--- src/rtl/mul_seq_ctrl.sv ---
// mul_seq_ctrl: multi-cycle 64x64 -> 64-bit multiply sequencer.
//   Owns no adder. It time-shares an external 64-bit add/sub unit: each cycle
//   it drives add_a/add_b/add_sub and consumes add_sum/add_carry.
//   Flow: IDLE -> NEG_A -> NEG_B -> ACC (64 shift-add steps) -> NEG_P -> IDLE.
//   Operands are reduced to magnitudes, multiplied as unsigned, and the result
//   is re-negated when the signs differ.
// Ports:
//   clk, reset        clock, async active-high reset
//   start/is_signed   request; sampled with op_a/op_b only in IDLE
//   op_a, op_b        multiplicand, multiplier
//   add_a/add_b/add_sub   operands and subtract select to the shared adder
//   add_sum/add_carry     combinational result from the shared adder
//   busy              high while an operation is in flight
//   done              one-cycle pulse; product/flags valid from then on
//   product, flags    low 64 bits of the product; flags = {N, Z, V, C=0}
module mul_seq_ctrl #(
  parameter int WIDTH = 64
) (
  input  logic             clk,
  input  logic             reset,
  input  logic             start,
  input  logic             is_signed,
  input  logic [WIDTH-1:0] op_a,
  input  logic [WIDTH-1:0] op_b,
  output logic [WIDTH-1:0] add_a,
  output logic [WIDTH-1:0] add_b,
  output logic             add_sub,
  input  logic [WIDTH-1:0] add_sum,
  input  logic             add_carry,
  output logic             busy,
  output logic             done,
  output logic [WIDTH-1:0] product,
  output logic [3:0]       flags
);

  typedef enum logic [2:0] {IDLE, NEG_A, NEG_B, ACC, NEG_P} state_t;

  localparam logic [WIDTH-1:0] MIN_NEG = {1'b1, {(WIDTH-1){1'b0}}};

  state_t state, state_nxt;

  logic [WIDTH-1:0] a_reg, b_reg, mcand, mplier, acc;
  logic             sgn_reg, sign_a, sign_b, ovf, lost;
  logic [5:0]       cnt;

  logic             neg;
  logic [WIDTH-1:0] final_p;
  logic             v_final;

  // State register
  always_ff @(posedge clk or posedge reset) begin
    if (reset) state <= IDLE;
    else       state <= state_nxt;
  end

  // Next state
  always_comb begin
    state_nxt = state;
    unique case (state)
      IDLE:    if (start) state_nxt = NEG_A;
      NEG_A:   state_nxt = NEG_B;
      NEG_B:   state_nxt = ACC;
      ACC:     if (cnt == 6'd63) state_nxt = NEG_P;
      NEG_P:   state_nxt = IDLE;
      default: state_nxt = IDLE;
    endcase
  end

  // Outputs: adder steering and busy
  always_comb begin
    add_a   = '0;
    add_b   = '0;
    add_sub = 1'b0;
    busy    = (state != IDLE);
    unique case (state)
      NEG_A: begin add_b = a_reg; add_sub = 1'b1; end
      NEG_B: begin add_b = b_reg; add_sub = 1'b1; end
      ACC:   begin add_a = acc; add_b = mcand; end
      NEG_P: begin add_b = acc; add_sub = 1'b1; end
      default: ;
    endcase
  end

  // Result stage. A negative result may reach magnitude 2^63; any larger
  // magnitude (or a positive one with bit 63 set) does not fit in signed.
  always_comb begin
    neg     = sgn_reg & (sign_a ^ sign_b);
    final_p = neg ? add_sum : acc;
    v_final = ovf;
    if (sgn_reg)
      v_final = ovf | (acc[WIDTH-1] & ~(neg & (acc == MIN_NEG)));
  end

  // Datapath
  always_ff @(posedge clk or posedge reset) begin
    if (reset) begin
      a_reg   <= '0;
      b_reg   <= '0;
      sgn_reg <= 1'b0;
      mcand   <= '0;
      mplier  <= '0;
      acc     <= '0;
      sign_a  <= 1'b0;
      sign_b  <= 1'b0;
      ovf     <= 1'b0;
      lost    <= 1'b0;
      cnt     <= '0;
      done    <= 1'b0;
      product <= '0;
      flags   <= '0;
    end else begin
      done <= 1'b0;
      unique case (state)
        IDLE: if (start) begin
          a_reg   <= op_a;
          b_reg   <= op_b;
          sgn_reg <= is_signed;
          acc     <= '0;
          ovf     <= 1'b0;
          lost    <= 1'b0;
          cnt     <= '0;
        end
        NEG_A: begin
          sign_a <= sgn_reg & a_reg[WIDTH-1];
          mcand  <= (sgn_reg & a_reg[WIDTH-1]) ? add_sum : a_reg;
        end
        NEG_B: begin
          sign_b <= sgn_reg & b_reg[WIDTH-1];
          mplier <= (sgn_reg & b_reg[WIDTH-1]) ? add_sum : b_reg;
        end
        ACC: begin
          // 'lost' marks multiplicand bits already shifted past bit 63; adding
          // such a term means the true partial product exceeds 64 bits.
          if (mplier[0]) begin
            acc <= add_sum;
            ovf <= ovf | add_carry | lost;
          end
          mcand  <= mcand << 1;
          lost   <= lost | mcand[WIDTH-1];
          mplier <= mplier >> 1;
          cnt    <= cnt + 6'd1;
        end
        NEG_P: begin
          product <= final_p;
          flags   <= {final_p[WIDTH-1], (final_p == '0), v_final, 1'b0};
          done    <= 1'b1;
        end
        default: ;
      endcase
    end
  end

endmodule
--- config.mk ---
export PLATFORM = sky130hd
export DESIGN_NAME = mul_seq_ctrl
export DESIGN_NICKNAME = d
export VERILOG_FILES = /design/src/rtl/mul_seq_ctrl.sv
export SDC_FILE = /design/constraint.sdc
export NUM_CORES = 1
export LEC_CHECK = 0
export ABC_CLOCK_PERIOD_IN_PS = 14600
export BUFFER_PORTS_ARGS = -buffer_cell sky130_fd_sc_hd__buf_2
export CORE_ASPECT_RATIO = 1.5
export CORE_MARGIN = 2
export CORE_UTILIZATION = 55
export CTS_CLUSTER_SIZE = 10
export DETAILED_ROUTE_END_ITERATION = 10
export PLACE_DENSITY = 0.79
export RECOVER_POWER = 25
export SLEW_MARGIN = 15
export SYNTH_ARGS = -nofsm -noshare
export SYNTH_HDL_FRONTEND = slang
export SYNTH_SLANG_ARGS = --single-unit
export TNS_END_PERCENT = 1
--- constraint.sdc ---
create_clock -name clk -period 14.6 [get_ports clk]
set_input_delay 1.46 -clock clk [delete_from_list [all_inputs] [get_ports clk]]
set_output_delay 1.46 -clock clk [all_outputs]
set_load 0.01 [all_outputs]
# Yosys cells after proc, flatten, opt, wreduce, memory -nomap -nowiden
# Index checks and enable logic that the tools add are counted.
# op_classes
addsub	1
multipliers	0
div	0
magnitude_cmp	0
n_eq_ne	9
shifts	0
mux	22
bitwise	11
reduce_logical	11
# ops
cell	count
$mux W64	6
$pmux W64 S2	3
$pmux W64 S4	1
$eq A64 B64 Y1 const B	1
$logic_not A64 Y1	1
$pmux W3 S4	1
$pmux W6 S2	1
$add A6 B1 Y6 const B	1
$eq A3 B2 Y1 const B	2
$eq A6 B6 Y1 const B	1
$mux W3	2
$mux W6	1
$ne A2 B2 Y1 const B	3
$reduce_and A2 Y1	3
$reduce_bool A2 Y1	3
$and A1 B1 Y1	5
$mux W1	5
$or A1 B1 Y1	4
$pmux W1 S2	2
$eq A3 B1 Y1 const B	1
$eq A3 B3 Y1 const B	1
$logic_not A3 Y1	1
$reduce_and A3 Y1	1
$reduce_bool A3 Y1	1
other kinds (3)	3
# word_totals
regBits	402
latch_bits	0
mem_bits_rw	0
rom_bits	0
output_inout_bits	199
n_memories	0

# Depth between registers and ports, before layout
# depth
word_depth	7
ltp_mapped	8
ltp_nobuf	6

# Least setup slack after synthesis
# No wires, ideal clock.
# synth_timing
kind	flip-flop to output port
from	register state[2]
to	output port add_b[40]
arrival_ns	1.422
required_time_ns	13.140
path_slack_ns	11.718
path_stages_with_launch	8
cell_sequence	dfrtp_1 buf_2 nor2b_1 buf_2 buf_2 buf_2 a22oi_1 o22ai_1
# synth_between
elab_chain_cells	2
elab_cells_between_ends	5
# synth_lines
item	line	text
start: declaration	40	state_t state, state_nxt;
start signal: assignment	53	else state <= state_nxt;
$eq A3 B3 Y1, or another cell as far along	75	unique case (state)
$pmux W64 S4 (*)	75	
end: declaration	26	output logic [WIDTH-1:0] add_b,
# Mark *: on every way between the ends. The rest lies on a longest branch, timed or not.

==> qor.txt <==
WL final: 71.6 mm
Hold Path Depth: 2
Slew HR: -149%
Static Leak: 11.9 nW
Critical R2R Launch: state[0]
1st-iter DRT viols: 2152
HP Class: reg2reg
Slew Limit Fails: 377
Site Rows: 86
ys async rst share: 100%
crit path launch type: primary input
most frequent cells after synthesis: nand2_1, dfrtp_1, a21oi_1
Setup WS post-layout: 8.04 ns
Hold Fails Final Rpt: 0
CTS H-tree lvls: 2
initial core utilization: 55.6%
hold buffers post-CTS: 0
cell area after synthesis: 20400 µm²
Hold EP: product[34]
Clock Skew: 0.0106 ns
port bufs: 394
WP data arrival: 6.96 ns
Setup TNS: 0 ns
DR vias/cell: 6.34
first-pass GRT wire length: 109 mm
post_cts resized: 0
initial antenna violation count: 1
Cell Pwr Density: 170 nW/µm²
RSZ-0062 raised after global routing: no
Layout Nets: 2839
Core ar.: 36700 µm²
Netlist cell types: 44
DRC: 0
CTS tree: yes
fin crit period: 6.56 ns
FILL cells: 3103
fraction of synthesized cell area taken by the top area cell type: 49.2%
Die ar.: 38700 µm²
#FFs+latches synth: 401
worst skew pair latency: 0.56 ns
cell depth of the worst flop-to-flop path: 5
setup bufs post-CTS: 0
ratio of cells with drive above 1 in the final layout: 18.4%
outcome: finished, violations left
number of detailed-route iterations in the first pass: 6
io pins: 396
Synth Instances: 2388
via count: 19882
CTS Sinks: 401
synth warn: 0
Finished Core Util: 64.0%
placed wire-length estimate: 46.9 mm
R2R Setup Slk: 9.06 ns
Most used DFF post-synth: dfrtp_1
Final setup viols: 0
clk slew on worst S/H paths: 0.06 ns
Pwr Total: 3.99 mW
EDFF count, synth: 0
CTS buffer count: 46
final period utilization: 45.0%
Die X-Extent: 161 µm
Crit path required time: 15.00 ns
syn_nets: 2586
count leader, synth: nand2_1
Routed Antenna Nets: 0
actual slew at the worst max-slew pin: 3.73 ns
routability cong.: 0.874
largest net degree at the start of global routing: 96
pre-CTS worst setup slack: 9.92 ns
die height: 240 µm
Min-Delay Startpoint: product[34]
Hold WS: 0.472 ns
Max Cap Viol: 6
CP Max Fanout: 80
sequential area share after synthesis: 49.2%
Mapped Avg Cell Area: 8.55 µm²
FF-to-FF End: b_reg[28]
f_max: 152 MHz
remaining global-route overflow: 0
synthesis-to-layout area growth: 15.1%
GR Util All Layers: 36.4%
Synth area leaders: dfrtp_1, nand2_1, mux2i_1, a21oi_1, o21ai_0
WS Path Type: in2async
worst vdd ir: 0.107 mV
number of global-route vias before repair: 19119
largest area contributor in the netlist: dfrtp_1
violated checks: capacitance limit, slew limit
Crit. End Element: asynchronous set/reset pin
clk buf depth: 3
clk root buf: clkbuf_16
wire per inst: 22.8 µm
## cell type report
cell class	count	area, µm²	share of cell area (%)
well taps	484	606	2.58
clock inverters	1	30.0	0.128
inverters	9	35.0	0.149
diodes	2	5.00	0.0213
multi-input cells	1764	9360	39.8
flip-flops and latches	401	10000	42.7
repair buffers	419	2150	9.14
clock buffers	56	1270	5.42
## kinds of logic after synthesis
family / synth area share, %
XOR/XNOR: 0.0858
other: 0.0184
buffers and inverters: 5.22
multiplexers: 6.52
flip-flops: 49.2
adder cells (fa/ha/maj): 0.0613
AND/OR/NAND/NOR: 20.3
AO/OA/AOI/OAI: 18.6
## layout by cell type (no fill, tap or decap), drive strengths merged
cell and n:
ha 1, conb 1, a221oi 1, and2 2, o211ai 1, diode 2
nor2b 5, o221ai 1, nand2b 3, o21ai 198, a21o 1, nand2 714
a221o 3, dfrtp 401, buf 416, clkbuf 59, nor3 6, xor2 2
a22o 64, o31ai 4, bufinv 1, nor4 30, a31oi 2, mux2i 133
a211oi 2, a21oi 247, and3b 1, or3 1, clkinvlp 1, nand4 6
o22ai 65, nor2 10, nand3 130, nand4b 1, and3 65, a22oi 64
inv 8
## routing by layer
| metal | vias up | global-route usage (%) | wire length (µm) |
|---|---|---|---|
| met2 | 1288 | 59.5 | 34300 |
| met1 | 9502 | 45.8 | 26000 |
| li1 | 8801 | - | - |
| met5 | - | 0 | 0 |
| met4 | 0 | 22.1 | 4770 |
| met3 | 291 | 5.68 | 6480 |
## where the power goes
part / switching [mW] / internal [mW] / total (mW)
sequential: 0.369 / 1.37 / 1.74
clock: 0.442 / 0.619 / 1.06
combinational: 0.681 / 0.509 / 1.19
total: 1.49 / 2.50 / 3.99
## through the flow
stage	cells	area [µm²]
floorplan	2388	20400
global placement	3077	22200
detailed placement	3077	22200
CTS	3134	23500
global route	3135	23500
finish	3136	23500
## critical path, stage by stage
cell	delay, ns
buf_2	0.10
clkinvlp_2	1.85
clkbuf_1	2.37
buf_4	1.09
## worst max path at each step
stage	startpoint	endpoint	cells past startpoint
finish	reset	state[1]	4
global route	reset	state[1]	4
CTS	state[0]	add_b[7]	5
detailed placement	state[0]	add_b[7]	5
global placement	state[0]	add_b[8]	5
floorplan	reset	a_reg[0]	1
(Power assumes the default switching activity.)
